<file path="config.mk">
export PLATFORM = sky130hd
export DESIGN_NAME = dmem_bridge
export DESIGN_NICKNAME = d
export VERILOG_FILES = /design/src/rtl/dmem_bridge.sv
export SDC_FILE = /design/constraint.sdc
export NUM_CORES = 1
export LEC_CHECK = 0
export BUFFER_PORTS_ARGS = -buffer_cell sky130_fd_sc_hd__buf_2
export CAP_MARGIN = 15
export CORE_MARGIN = 4
export CORE_UTILIZATION = 45
export DETAILED_ROUTE_END_ITERATION = 8
export PLACE_DENSITY = 0.89
export RECOVER_POWER = 25
export SETUP_SLACK_MARGIN = 0.4
export SYNTH_ARGS = -nofsm -noshare
export SYNTH_HDL_FRONTEND = slang
export SYNTH_SLANG_ARGS = --single-unit
</file>
<file path="constraint.sdc">
create_clock -name clk_i -period 3.2 [get_ports clk_i]
set_input_delay 0.16 -clock clk_i [delete_from_list [all_inputs] [get_ports clk_i]]
set_output_delay 0.16 -clock clk_i [all_outputs]
set_load 0.01 [all_outputs]
</file>
<file path="src/rtl/dmem_bridge.sv">
// Data-memory bridge: turns mem-stage load/store requests into bus read / read-modify-write phases.
// Latency: load 3 cycles (IDLE->RD->DONE), store 4 cycles (IDLE->RD->WR->DONE) with a zero-wait bus.
// Backpressure: stall_o freezes the pipeline until DONE; each bus phase aborts after TIMEOUT wait cycles.
module dmem_bridge #(
  parameter int ADDR_WIDTH = 32,
  parameter int DATA_WIDTH = 32,
  parameter int TIMEOUT    = 16
) (
  input  logic                  clk_i,
  input  logic                  rst_n_i,
  input  logic                  dpram_ce_i,
  input  logic                  dpram_we_i,
  input  logic [ADDR_WIDTH-1:0] dpram_addr_i,
  input  logic [DATA_WIDTH-1:0] dpram_data_i,
  output logic [DATA_WIDTH-1:0] dpram_data_o,
  output logic                  stall_o,
  output logic                  err_o,
  output logic                  bus_req_o,
  output logic                  bus_we_o,
  output logic [ADDR_WIDTH-1:0] bus_addr_o,
  output logic [DATA_WIDTH-1:0] bus_wdata_o,
  input  logic                  bus_ready_i,
  input  logic [DATA_WIDTH-1:0] bus_rdata_i
);

  localparam logic [1:0] IDLE = 2'd0;
  localparam logic [1:0] RD   = 2'd1;
  localparam logic [1:0] WR   = 2'd2;
  localparam logic [1:0] DONE = 2'd3;

  // Counter must be able to hold TIMEOUT itself (saturation value).
  localparam int CW = (TIMEOUT < 1) ? 1 : $clog2(TIMEOUT + 1);
  localparam logic [CW-1:0] WAIT_LAST = CW'(TIMEOUT - 1);
  localparam logic [CW-1:0] WAIT_SAT  = CW'(TIMEOUT);

  logic [1:0]            state;
  logic                  we_q;
  logic [ADDR_WIDTH-1:0] addr_q;
  logic [DATA_WIDTH-1:0] rdata_q;
  logic [CW-1:0]         wait_cnt;
  logic                  err_q;
  logic                  in_phase;
  logic                  timeout_hit;

  assign in_phase    = (state == RD) || (state == WR);
  // The cycle that would be the TIMEOUT-th unanswered wait cycle ends the phase.
  assign timeout_hit = in_phase && !bus_ready_i && (wait_cnt == WAIT_LAST);

  // Bus outputs decode straight from state so an async reset drops the request at once.
  assign bus_req_o    = in_phase;
  assign bus_we_o     = (state == WR);
  assign bus_addr_o   = addr_q;
  assign bus_wdata_o  = (state == WR) ? dpram_data_i : '0;
  assign dpram_data_o = rdata_q;
  assign err_o        = err_q;
  // Gated by reset so the pipeline is never frozen while the bridge is held in reset.
  assign stall_o      = rst_n_i && dpram_ce_i && (state != DONE);

  // Transaction FSM: latch request, read phase, optional write phase, one release cycle.
  always_ff @(posedge clk_i or negedge rst_n_i) begin
    if (!rst_n_i) begin
      state    <= IDLE;
      we_q     <= 1'b0;
      addr_q   <= '0;
      rdata_q  <= '0;
      wait_cnt <= '0;
      err_q    <= 1'b0;
    end else begin
      err_q <= 1'b0;
      case (state)
        IDLE: begin
          if (dpram_ce_i) begin
            addr_q   <= {dpram_addr_i[ADDR_WIDTH-1:2], 2'b00};
            we_q     <= dpram_we_i;
            wait_cnt <= '0;
            state    <= RD;
          end
        end
        RD: begin
          if (bus_ready_i) begin
            rdata_q  <= bus_rdata_i;
            wait_cnt <= '0;
            state    <= we_q ? WR : DONE;
          end else if (timeout_hit) begin
            rdata_q  <= '0;
            err_q    <= 1'b1;
            wait_cnt <= WAIT_SAT;
            state    <= DONE;
          end else begin
            wait_cnt <= wait_cnt + 1'b1;
          end
        end
        WR: begin
          if (bus_ready_i) begin
            state <= DONE;
          end else if (timeout_hit) begin
            rdata_q  <= '0;
            err_q    <= 1'b1;
            wait_cnt <= WAIT_SAT;
            state    <= DONE;
          end else begin
            wait_cnt <= wait_cnt + 1'b1;
          end
        end
        DONE: begin
          state <= IDLE;
        end
        default: begin
          state <= IDLE;
        end
      endcase
    end
  end

endmodule

</file>
After elaboration in Yosys (flattened, before gate mapping):

Index checks and enable logic that the tools add are counted.

* register bits: 71
* memories: 0
* input bits: 101
* latch bits: 0
* bits in writable memories: 0
* ROM bits: 0
* output and inout port bits: 100

* add/subtract/negate cells: 1
* muxes and demuxes: 19
* multipliers: 0
* eq/ne operators: 7
* reductions and logical operators: 13
* divide/modulo/power cells: 0
* magnitude comparators: 0
* shifts and indexed selects: 0
* bitwise operators: 0

Operator list (count)
* $mux W32: 4
* $pmux W32 S2: 1
* $mux W5: 4
* $pmux W5 S3: 1
* $mux W2: 4
* $pmux W2 S4: 1
* $ne A2 B2 Y1 const B: 3
* $add A5 B1 Y5 const B: 1
* $eq A5 B4 Y1 const B: 1
* $eq A2 B2 Y1 const B: 2
* $logic_and A1 B1 Y1: 4
* $mux W1: 4
* $reduce_and A2 Y1: 2
* $reduce_and A3 Y1: 1
* $reduce_bool A3 Y1: 1
* $eq A2 B1 Y1 const B: 1
* $logic_not A2 Y1: 1
* $reduce_bool A2 Y1: 1
* $reduce_or A2 Y1: 1
* $logic_not A1 Y1: 1
* $logic_or A1 B1 Y1: 1

Longest topological paths before layout:

Gate-level depths: netlist of the first run.

* depth after elaboration: 7
* depth in mapped cells: 7
* mapped depth without buffers: 7

Worst setup path before layout of the first run:

Ideal clock, no wire load.

* kind: register to register
* start point: register state[0]
* end point: register wait_cnt[0]
* setup time: 0.125 ns
* required time: 3.075 ns
* arrival: 1.507 ns
* buffers on the path: 1
* slack: 1.568 ns
* cell stages (with the launch flop): 7
* path through: dfrtp_1 > inv_1 > ha_1 > buf_2 > o221ai_2 > nor2_1 > mux2_2

* word-level cells in the longest chain between the ends: 7
* elaborated cells between the ends (all ways): 14
* classes of those cells: 4 x eq/ne; 4 x mux; 6 x reduce/logical

Ends and longest elaborated chain
* start, declared: RTL line 36 `logic [1:0] state;`
* start signal, assigned: RTL line 83 `state <= we_q ? WR : DONE;`
* $eq A2 B2 Y1 (*)
* via bus_we_o: RTL line 19 `output logic bus_we_o,`
* $logic_or A1 B1 Y1: RTL line 45 `assign in_phase = (state == RD) || (state == WR);`
* $logic_and A1 B1 Y1 (2 in a row): RTL line 47 `assign timeout_hit = in_phase && !bus_ready_i && (wait_cnt == WAIT_LAST);`
* $mux W5: RTL line 84, 96
* $mux W5, on equally long branches: RTL line 94, 80
* $pmux W5 S3: RTL line 70 `case (state)`
* end signal, assigned: RTL line 90 `wait_cnt <= wait_cnt + 1'b1;`
* end signal, assigned: RTL line 102 `wait_cnt <= wait_cnt + 1'b1;`
* end, declared: RTL line 40 `logic [CW-1:0] wait_cnt;`

Mark *: on every way through the listed nets, which the timed path passes. The rest lies on a longest branch. The select of a mux whose other input is x is not followed.
A chain may end at the register's enable or synchronous reset.

Worst setup path in the final report of the first run:

* start point: register state[0]
* end point: register rdata_q[22] (netlist: dpram_data_o[22])

* word-level cells in the longest chain between the ends: 7
* elaborated cells between the ends (all ways): 12
* classes of those cells: 3 x eq/ne; 4 x mux; 5 x reduce/logical

Ends and longest elaborated chain
* $eq A2 B1 Y1 or $eq A2 B2 Y1 (tied branches): RTL line 45, 70
* $logic_or A1 B1 Y1: RTL line 45
* $logic_and A1 B1 Y1 (2 in a row): RTL line 47
* $mux W32
* $mux W32, on equally long branches
* $pmux W32 S2: RTL line 70
* end signal, assigned: RTL line 81 `rdata_q <= bus_rdata_i;`
* end, declared: RTL line 39 `logic [DATA_WIDTH-1:0] rdata_q;`

Parallel ways exist; a longest one is shown, timed or not. The select of a mux whose other input is x is not followed.

==> qor.yml, run 1 <==
run_status:
  status: "finished with violations"
  violations: "capacitance limit, slew limit"
finish:
  drive_gt1_share_pct: 56.09
  post-route-cell-area_sq_um: 4289
  finalNetCount: 539
  antennaDiodeCount: 0
  fin_cells: 512
  area_growth_pct: 38.45
  fillers: 515
min_path:
  hp-start: "bus_rdata_i[1]"
  hp-class: "primary input to register"
  min_delay_worst_endpoint: "dpram_data_o[1]"
  hold_depth: 2
logic_synthesis:
  netlist_top_cells_area: "dfrtp_1, a22o_1, mux2_2"
  avgSynthCellArea_sq_um: 13.18
  yosysMostFrequentCell: "dfrtp_1"
  synth_edf_count: 0
  yosys.cell_types.count: 33
  synth_seq_cells: 71
  syn-cell-area_sq_um: 3098
  yosys_warnings: 0
  synthCells: 235
  synth_commonest_cells: "dfrtp_1, a22o_1, and2_1"
  synth_ff_type: "dfrtp_1"
  yosysTopAreaCell: "dfrtp_1"
  synth_top_area_share_pct: 57.35
  ys_seq_area_share_pct: 57.35
  ys_async_sr_fraction_pct: 100.0
worst_setup_path:
  cp_max_fo: 42
  cp.required_ns: 3.41
  critPathTopFamily: "compound AO/OA/AOI/OAI gates"
  r2r_start: "state[0]"
  reg2reg_slack_ns: 0.98
  end_kind: "register"
  cp_data_arrival_time_ns: 2.43
  path_class: "register to register"
  rr_worst_depth: 7
  rr_endpoint: "dpram_data_o[22]"
  critPathLaunchType: "register"
  path_cells: "inv_1, ha_1, buf_4, nor2_1, a21oi_1, nand2_2, a22o_1"
  critPathMaxStageDelay_ns: 0.43
  crit_buf_inv: 2
  slowest_stage: "dfrtp_1"
clock_tree:
  clock_latency_ns: 0.34
  numCtsBuffers: 9
  post_cts_resized: 0
  clkSlewWorstSetupHoldPaths_ns: 0.08
  cts_tree: "built"
  htreeDepth: 3
  numClockSinks: 71
  root_buffer: "clkbuf_8"
  clock_path_buffers: 2
  post_cts_buffers: 0
  cts-hold-fix-buffers: 0
timing:
  fmax_ghz: 0.4511
  fin_skew_ns: 0.01286
  fin_crit_ns: 2.217
  final_max_slew_viol_count: 72
  slew-limit-headroom_pct: -12.22
  tightest_slew_ns: 1.683
  rsz0062_at_grt: "no"
  setup_viol: 0
  fin_crit_sh_pct: 69.27
  setup_tns_ns: 0
  hold_viol_final: 0
  fin_ws_ns: 0.9833
detailed_routing:
  antenna_left: 0
  drtPass1Iterations: 4
  drt-wirelength-per-cell_um: 15.95
  via_per_inst: 5.039
  vias: 2580
  wl_mm: 8.166
  drt_iter0_markers: 64
  drcViolationCount: 0
place:
  gp_congestion: 0.7868
  dp_cells: 496
  numPortBuffers: 196
  pre_cts_slack_ns: 0.9678
  post-dp-hpwl_mm: 6.456
  post_dp_cell_area_sq_um: 4098
floorplanning:
  die_h_um: 90.97
  fp-row-count: 29
  dieArea_sq_um: 8276
  die_w_um: 90.97
  start_util_pct: 47.43
  ioPinCount: 201
  coreArea_sq_um: 6531
global_routing:
  antenna_found_initial: 0
  grt_pass1_vias: 2787
  grt_max_degree: 72
  grtUsageTotal_pct: 20.46
  overflow: 0
  grt_pass1_wl_mm: 13.52
pwr:
  pwr_density_cell_nw_per_um2: 911.2
  leakagePower_nw: 2.359
  ir_worst_vdd_v: 0.0003951
flow_run:
  drv_cap: 1
## metal layers
layer	up-vias	part of all wire, %	track usage, %
li1	1214	-	-
met1	1228	38	22.79
met2	128	53	37.03
met3	10	7.2	6.033
met4	0	1.5	7.286
met5	-	0	0
## per-stage QoR
| stage | power [mW] | hold slack (ns) | util (%) |
|---|---|---|---|
| after CTS | 3.967 | 0.01834 | 65.73 |
| after floorplan | 2.569 | -0.1356 | - |
| after global routing | 4.192 | 0.004602 | 65.67 |
| after global placement | 3.172 | 0.3729 | 62.74 |
| final | 3.908 | 0.03264 | 65.67 |
| after detailed placement | 3.271 | 0.3768 | 62.74 |
## cell families (layout without fill, tap and decap cells)
family          after synthesis  in the layout  synth area share [%]
flops                        71             71                 57.35
simple gates                 54             54                 9.895
compound gates               48             48                 13.69
mux                          32             32                 11.63
buf+inv                      21            220                 4.079
fa+ha+maj                     8              8                 3.231
other cells                   1              2                0.1210
## placed cells by master (no fill, tap or decap), types with 2 or more instances in the layout
| cell | n |
|---|---|
| clkinv_2 | 2 |
| a22o_1 | 34 |
| inv_1 | 4 |
| and2_1 | 32 |
| dfrtp_1 | 71 |
| conb_1 | 2 |
| nor2_1 | 9 |
| buf_2 | 195 |
| clkinvlp_4 | 3 |
| ha_1 | 8 |
| clkbuf_8 | 9 |
| nor2b_1 | 3 |
| mux2_2 | 24 |
| nand2_1 | 5 |
| buf_4 | 3 |
| a21oi_1 | 2 |
| mux2_1 | 8 |
## final cells by class
| type | count | area (sq um) | area share, % |
|---|---|---|---|
| clock inverter | 7 | 71.32 | 1.663 |
| multi-input combinational | 144 | 1199 | 27.95 |
| tap | 77 | 96.34 | 2.246 |
| timing repair buffer | 200 | 1007 | 23.48 |
| inverter | 4 | 15.01 | 0.3501 |
| clock buffer | 9 | 123.9 | 2.888 |
| sequential | 71 | 1777 | 41.42 |
## sequential cells by signal, indices dropped and copies added, names as in the netlist
name,count
wait_cnt,5
bus_addr_o,30
we_q,1
err_o,1
dpram_data_o,32
state,2
## how the worst max path moves through the flow
stage | cells past startpoint | slack, ns | start | end
detailed placement | 7 | 0.97 | state[0] | dpram_data_o[13]
finish | 7 | 0.98 | state[0] | dpram_data_o[22]
global placement | 7 | 1.10 | state[0] | dpram_data_o[18]
CTS | 7 | 0.94 | state[0] | dpram_data_o[0]
global route | 7 | 0.75 | state[0] | dpram_data_o[22]
floorplan | 6 | 1.57 | state[0] | wait_cnt[0]
## power breakdown
| part | internal, mW | switching (mW) | total [mW] |
|---|---|---|---|
| Sequential | 1.30 | 0.204 | 1.50 |
| Clock | 0.359 | 0.331 | 0.690 |
| Combinational | 0.836 | 0.883 | 1.72 |
| Total | 2.49 | 1.42 | 3.91 |
No activity file was read; power rests on OpenSTA's default activity.
==> run 2: changes to the inputs <==
--- a/config.mk
+++ b/config.mk
@@ -8,9 +8,9 @@
 export BUFFER_PORTS_ARGS = -buffer_cell sky130_fd_sc_hd__buf_2
 export CAP_MARGIN = 15
 export CORE_MARGIN = 4
-export CORE_UTILIZATION = 45
+export CORE_UTILIZATION = 42
 export DETAILED_ROUTE_END_ITERATION = 8
-export PLACE_DENSITY = 0.89
+export PLACE_DENSITY = 0.84
 export RECOVER_POWER = 25
 export SETUP_SLACK_MARGIN = 0.4
 export SYNTH_ARGS = -nofsm -noshare
==> constraint.sdc (replaced) <==
create_clock -name clk_i -period 2.08 [get_ports clk_i]
set_input_delay 0.104 -clock clk_i [delete_from_list [all_inputs] [get_ports clk_i]]
set_output_delay 0.104 -clock clk_i [all_outputs]
set_load 0.01 [all_outputs]
==> qor.yml, run 2 (synthesized netlist as in run 1, its figures left out) <==
clock_tree:
  numCtsBuffers: 9  # unchanged
  htreeDepth: 3  # unchanged
  root_buffer: "clkbuf_8"
  clock_latency_ns: 0.34  # about the same
  clkSlewWorstSetupHoldPaths_ns: 0.07  # about the same
  numClockSinks: 71  # unchanged
  clock_path_buffers: 2  # unchanged
  cts_tree: "built"
place:
  post-dp-hpwl_mm: 6.226  # -3.6%
  dp_cells: 519  # +4.6%
  gp_congestion: 0.7137  # -9.3%
  numPortBuffers: 196  # unchanged
worst_setup_path:
  critPathMaxStageDelay_ns: 0.37  # -0.06 ns
  end_kind: "register"
  critPathLaunchType: "register"
  cp_data_arrival_time_ns: 1.99  # -0.44 ns
  critPathTopFamily: "compound AO/OA/AOI/OAI gates"
  crit_buf_inv: 2  # unchanged
  slowest_stage: "dfrtp_1"
  reg2reg_slack_ns: 0.32  # -0.66 ns
  path_class: "register to register"
  cp.required_ns: 2.31  # -1.10 ns
  cp_max_fo: 8  # -81%
  path_cells: "ha_2, and3_4, ha_4, a21o_1, nand2_4, buf_12, buf_16, a22o_1"
timing:
  fin_crit_sh_pct: 84.56  # +15 points
  fin_crit_ns: 1.759  # -0.4578 ns
  fin_skew_ns: 0.007774  # -0.005084 ns
  whs_ns: 0.01448  # -0.01816 ns
  setup_viol: 0  # unchanged
  rsz0062_at_grt: "yes"
  hold_viol_final: 0  # unchanged
  setup_tns_ns: 0  # unchanged
  fmax_ghz: 0.5685  # +26%
  tightest_slew_ns: 1.738  # +0.05467 ns
  final_max_slew_viol_count: 72  # unchanged
  slew-limit-headroom_pct: -15.87  # -3.6 points
global_routing:
  overflow: 0  # unchanged
  grt_pass1_wl_mm: 15.49  # +15%
  grt_max_degree: 72  # unchanged
  antenna_found_initial: 0  # unchanged
  grt_pass1_vias: 3141  # +13%
  grtUsageTotal_pct: 23.24  # +2.8 points
pwr:
  pwr_density_cell_nw_per_um2: 1324  # +45%
  combPwrFrac_pct: 47.4  # +3.4 points
  seq_power_share_pct: 33.1  # -5.3 points
  pwr-share-clk_pct: 19.5  # +1.8 points
  p_int_mw: 4.627  # +86%
  leakagePower_nw: 2.792  # +18%
  finalPower_mw: 7.042  # +80%
  ir_worst_vdd_v: 0.0005545  # +40%
  switching_share_pct: 34.29  # -2.0 points
  p_switching_mw: 2.415  # +70%
run_status:
  status: "finished with violations"
  violations: "capacitance limit, slew limit"
detailed_routing:
  via_per_inst: 4.886  # -3.0%
  drt_iter0_markers: 79  # +23%
  vias: 2990  # +16%
  drcViolationCount: 0  # unchanged
  wl_mm: 10.13  # +24%
  drt-wirelength-per-cell_um: 16.54  # +3.7%
  antenna_left: 0  # unchanged
  drtPass1Iterations: 4  # unchanged
floorplanning:
  coreArea_sq_um: 7214  # +10%
  start_util_pct: 42.94  # -4.5 points
  die_w_um: 93.89  # +3.2%
  die_h_um: 93.89  # +3.2%
  fp-row-count: 31  # +6.9%
  ioPinCount: 201  # unchanged
  dieArea_sq_um: 8814  # +6.5%
finish:
  area_growth_pct: 71.73
  drive_gt1_share_pct: 53.71  # -2.4 points
  utilization_pct: 73.74  # +8.1 points
  fin_cells: 612  # +20%
  final_cell_mix: "buf_2, dfrtp_1, dlygate4sd3_1"
  largest_reg_flops: 32  # unchanged
  mostFrequentLayoutCell: "buf_2"
  finalNetCount: 616  # +14%
flow_run:
  drv_cap: 1  # unchanged
min_path:
  hp-class: "primary input to register"
==> run 2: cell types whose count changed in the layout (fill, tap and decap cells not counted), sizes merged <==
| cell | before | now |
|---|---|---|
| dlygate4sd3 | 0 | 59 |
| buf | 198 | 217 |
| clkinvlp | 3 | 0 |
| bufinv | 1 | 3 |
| clkbuf | 11 | 12 |
| diode | 0 | 1 |
| inv | 5 | 4 |
==> run 2: what timing repair did <==
item                       CTS  global route
buffers inserted            12             2
gates cloned                 3             0
hold endpoints to repair    58             1
setup endpoints to repair   71            70
pin swaps                   29            15
hold buffers                58             1
gates resized for setup     22             5
==> run 2: metrics by stage <==
step | instance area, sq um | worst slack (ns)
after floorplan | 3102 | 0.4479
after global placement | 4158 | 0.2716
after detailed placement | 4158 | 0.2073
after CTS | 5285 | 0.3648
after global routing | 5318 | 0.1514
final | 5320 | 0.3211
==> run 2: power by group through the flow <==
stage          Clock [mW]  Sequential [mW]  Combinational (mW)
3_5_place_dp            0             2.33                2.74
4_1_cts              1.41             2.30                3.30
3_3_place_gp            0             2.29                2.64
2_1_floorplan           0             2.59                1.36
5_1_grt              1.47             2.39                3.60
6_report             1.38             2.33                3.34
==> run 2: path summary, 6_finish.rpt <==
kind / startpoint / end / cells after the start
min: dpram_addr_i[3] / bus_addr_o[3] / 2
max reg2reg: wait_cnt[0] / dpram_data_o[26] / 8
min in group asynchronous: rst_n_i / dpram_data_o[15] / 2
min reg2reg: wait_cnt[4] / wait_cnt[4] / 2
max in group asynchronous: rst_n_i / state[0] / 2
max: wait_cnt[0] / dpram_data_o[26] / 8
==> run 2: final cells by class <==
| cell class | count | area, sq um |
|---|---|---|
| fillers | 499 | 1894 |
| repair buffers | 277 | 1869 |
| flip-flops and latches | 71 | 1778 |
| multi-input cells | 144 | 1274 |
| clock buffers | 11 | 151.4 |
| well taps | 99 | 123.9 |
| clock inverters | 5 | 103.9 |
| inverters | 4 | 17.52 |
| diodes | 1 | 2.502 |
==> run 2: layer usage <==
layer	vias to the layer above	track usage, %	routed length [um]
met3	18	5.609	735
li1	1375	-	-
met4	0	9.025	222
met1	1448	25.14	3704
met2	149	43.23	5463
met5	-	0	0
==> run 3: changes to the inputs <==
--- a/config.mk
+++ b/config.mk
@@ -8,9 +8,9 @@
 export BUFFER_PORTS_ARGS = -buffer_cell sky130_fd_sc_hd__buf_2
 export CAP_MARGIN = 15
 export CORE_MARGIN = 4
-export CORE_UTILIZATION = 42
+export CORE_UTILIZATION = 38
 export DETAILED_ROUTE_END_ITERATION = 8
-export PLACE_DENSITY = 0.84
+export PLACE_DENSITY = 0.8
 export RECOVER_POWER = 25
 export SETUP_SLACK_MARGIN = 0.4
 export SYNTH_ARGS = -nofsm -noshare
==> constraint.sdc (replaced) <==
create_clock -name clk_i -period 1.6 [get_ports clk_i]
set_input_delay 0.08 -clock clk_i [delete_from_list [all_inputs] [get_ports clk_i]]
set_output_delay 0.08 -clock clk_i [all_outputs]
set_load 0.01 [all_outputs]
==> qor.yml, run 3 (synthesized netlist as in run 1, its figures left out) <==
detailed_routing:
  drt-wirelength-per-cell_um: 17.69  # +6.9%
  antenna_left: 0  # unchanged
  via_per_inst: 4.897  # +0.24%
  wl_mm: 11.18  # +10%
  drt_iter0_markers: 74  # -6.3%
  drtPass1Iterations: 4  # unchanged
  drcViolationCount: 0  # unchanged
  vias: 3095  # +3.5%
timing:
  hold_viol_final: 0  # unchanged
  fin_crit_sh_pct: 103.6  # +19 points
  rsz0062_at_grt: "yes"
  tightest_slew_ns: 0.9358  # -0.8023 ns
  whs_ns: 0.07651  # +0.06202 ns
  fmax_ghz: 0.6030  # +6.1%
  final_max_slew_viol_count: 0  # -100%
  fin_skew_ns: 0.01003  # +0.002256 ns
  fin_crit_ns: 1.658  # -0.1005 ns
  setup_viol: 51  # +51
  slew-limit-headroom_pct: 37.62  # +53 points
  fin_ws_ns: -0.05839  # -0.3795 ns
floorplanning:
  fp-row-count: 32  # +3.2%
  die_w_um: 98.29  # +4.7%
  ioPinCount: 201  # unchanged
  die_h_um: 98.29  # +4.7%
  coreArea_sq_um: 7807  # +8.2%
  start_util_pct: 39.68  # -3.3 points
  dieArea_sq_um: 9661  # +9.6%
finish:
  antennaDiodeCount: 0  # -1
  utilization_pct: 76.62  # +2.9 points
  final_cell_mix: "buf_2, dfrtp_1, dlygate4sd3_1"
  fin_cells: 632  # +3.3%
  fillers: 477  # -4.4%
  finalNetCount: 634  # +2.9%
  mostFrequentLayoutCell: "buf_2"
  post-route-cell-area_sq_um: 5982  # +12%
  largest_reg_flops: 32  # unchanged
  drive_gt1_share_pct: 63.58  # +9.9 points
  area_growth_pct: 93.09
flow_run:
  drv_cap: 0  # -1
run_status:
  status: "finished with violations"
  violations: "setup timing"
clock_tree:
  htreeDepth: 3  # unchanged
  cts_tree: "built"
  root_buffer: "clkbuf_8"
  numCtsBuffers: 9  # unchanged
  clock_latency_ns: 0.34  # about the same
  numClockSinks: 71  # unchanged
  clock_path_buffers: 2  # unchanged
  clkSlewWorstSetupHoldPaths_ns: 0.08  # about the same
place:
  dp_cells: 534  # +2.9%
  gp_congestion: 0.8394  # +18%
  pre_cts_slack_ns: -0.04152  # -0.2488 ns
  numPortBuffers: 196  # unchanged
  post-dp-hpwl_mm: 6.551  # +5.2%
  post_dp_cell_area_sq_um: 4556  # +9.6%
worst_setup_path:
  rr_worst_depth: 7  # -1
  end_kind: "register"
  reg2reg_slack_ns: -0.06  # -0.38 ns
  path_class: "register to register"
  path_cells: "ha_2, and3_4, ha_4, a21o_1, nand2_2, buf_12, a22o_1"
  critPathLaunchType: "register"
  slowest_stage: "dfrtp_1"
  cp_data_arrival_time_ns: 1.88  # -0.11 ns
  r2r_start: "wait_cnt[1]"
  cp_max_fo: 21  # +13
  crit_path_end: "dpram_data_o[2]"
  critPathMaxStageDelay_ns: 0.36  # about the same
  cp.required_ns: 1.82  # -0.49 ns
  crit_start: "wait_cnt[1]"
  rr_endpoint: "dpram_data_o[2]"
global_routing:
  grt_pass1_vias: 3349  # +6.6%
  met3_usage_pct: 5.929  # +0.32 points
  busiest_layer: "met2"
  grt_max_degree: 72  # unchanged
  grtUsageTotal_pct: 22.24  # -1.0 points
  grt_pass1_wl_mm: 17.07  # +10%
  overflow: 0  # unchanged
  grt_use_met1_pct: 24.90  # -0.25 points
  gr-usage-met2_pct: 40.35  # -2.9 points
  antenna_found_initial: 0  # unchanged
pwr:
  leakagePower_nw: 3.100  # +11%
  pwr_density_cell_nw_per_um2: 1662  # +26%
  ir_worst_vdd_v: 0.0008788  # +58%
min_path:
  hp-class: "primary input to register"
-- run 3: cell type report --
class	instances	area, sq um	area share (%)
Tap cell	102	127.6	2.133
Inverter	4	15.01	0.2510
Timing Repair Buffer	295	2303	38.51
Multi-Input combinational cell	144	1553	25.96
Sequential cell	71	1778	29.72
Clock inverter	6	67.56	1.129
Clock buffer	10	137.6	2.301
-- run 3: what timing repair did --
| action | 4_1_cts | 5_1_grt |
|---|---|---|
| pin swaps | 14 | 3 |
| gates cloned | 2 | 4 |
| gates resized for setup | 63 | 8 |
| endpoints found under the setup margin | 105 | 106 |
| hold buffers | 64 | 0 |
| hold endpoints to repair | 134 | 0 |
| setup buffers | 10 | 2 |
-- run 3: worst min path at each step --
stage | slack [ns] | start | depth (start not counted) | to
2_1_floorplan | -0.22 | rst_n_i | 0 | bus_addr_o[10]
3_3_place_gp | 0.20 | rst_n_i | 2 | bus_addr_o[7]
3_5_place_dp | 0.20 | rst_n_i | 2 | bus_addr_o[7]
4_1_cts | 0.05 | bus_ready_i | 2 | err_o
5_1_grt | 0.08 | bus_ready_i | 2 | err_o
6_report | 0.08 | bus_ready_i | 2 | err_o
-- run 3: worst max-delay path: cells and delay by family (launching register included) --
kind            cells  cell delay [ns]
compound gates      2             0.39
simple gates        2             0.29
buf+inv             1             0.16
flops               1             0.36
fa+ha+maj           2             0.34
-- run 3: where the power goes --
group,total [mW],switching (mW),internal (mW)
sequential,3.08,0.480,2.60
combinational,5.39,2.27,3.12
clock,1.47,0.706,0.768
-- run 3: routing by layer --
| metal | part of all wire (%) | wire (um) | vias to the layer above |
|---|---|---|---|
| met5 | 0 | 0 | - |
| met4 | 2.2 | 245 | 0 |
| met3 | 5.9 | 662 | 25 |
| met2 | 54 | 5994 | 113 |
| met1 | 38 | 4274 | 1539 |
| li1 | - | - | 1418 |
-- run 3: through the flow --
stage,setup TNS [ns],total power [mW]
after CTS,-0.5382,9.673
after floorplan,0,5.858
final,-1.237,9.941
after global routing,-5.695,10.48
after detailed placement,-0.5949,7.379
after global placement,0,7.239
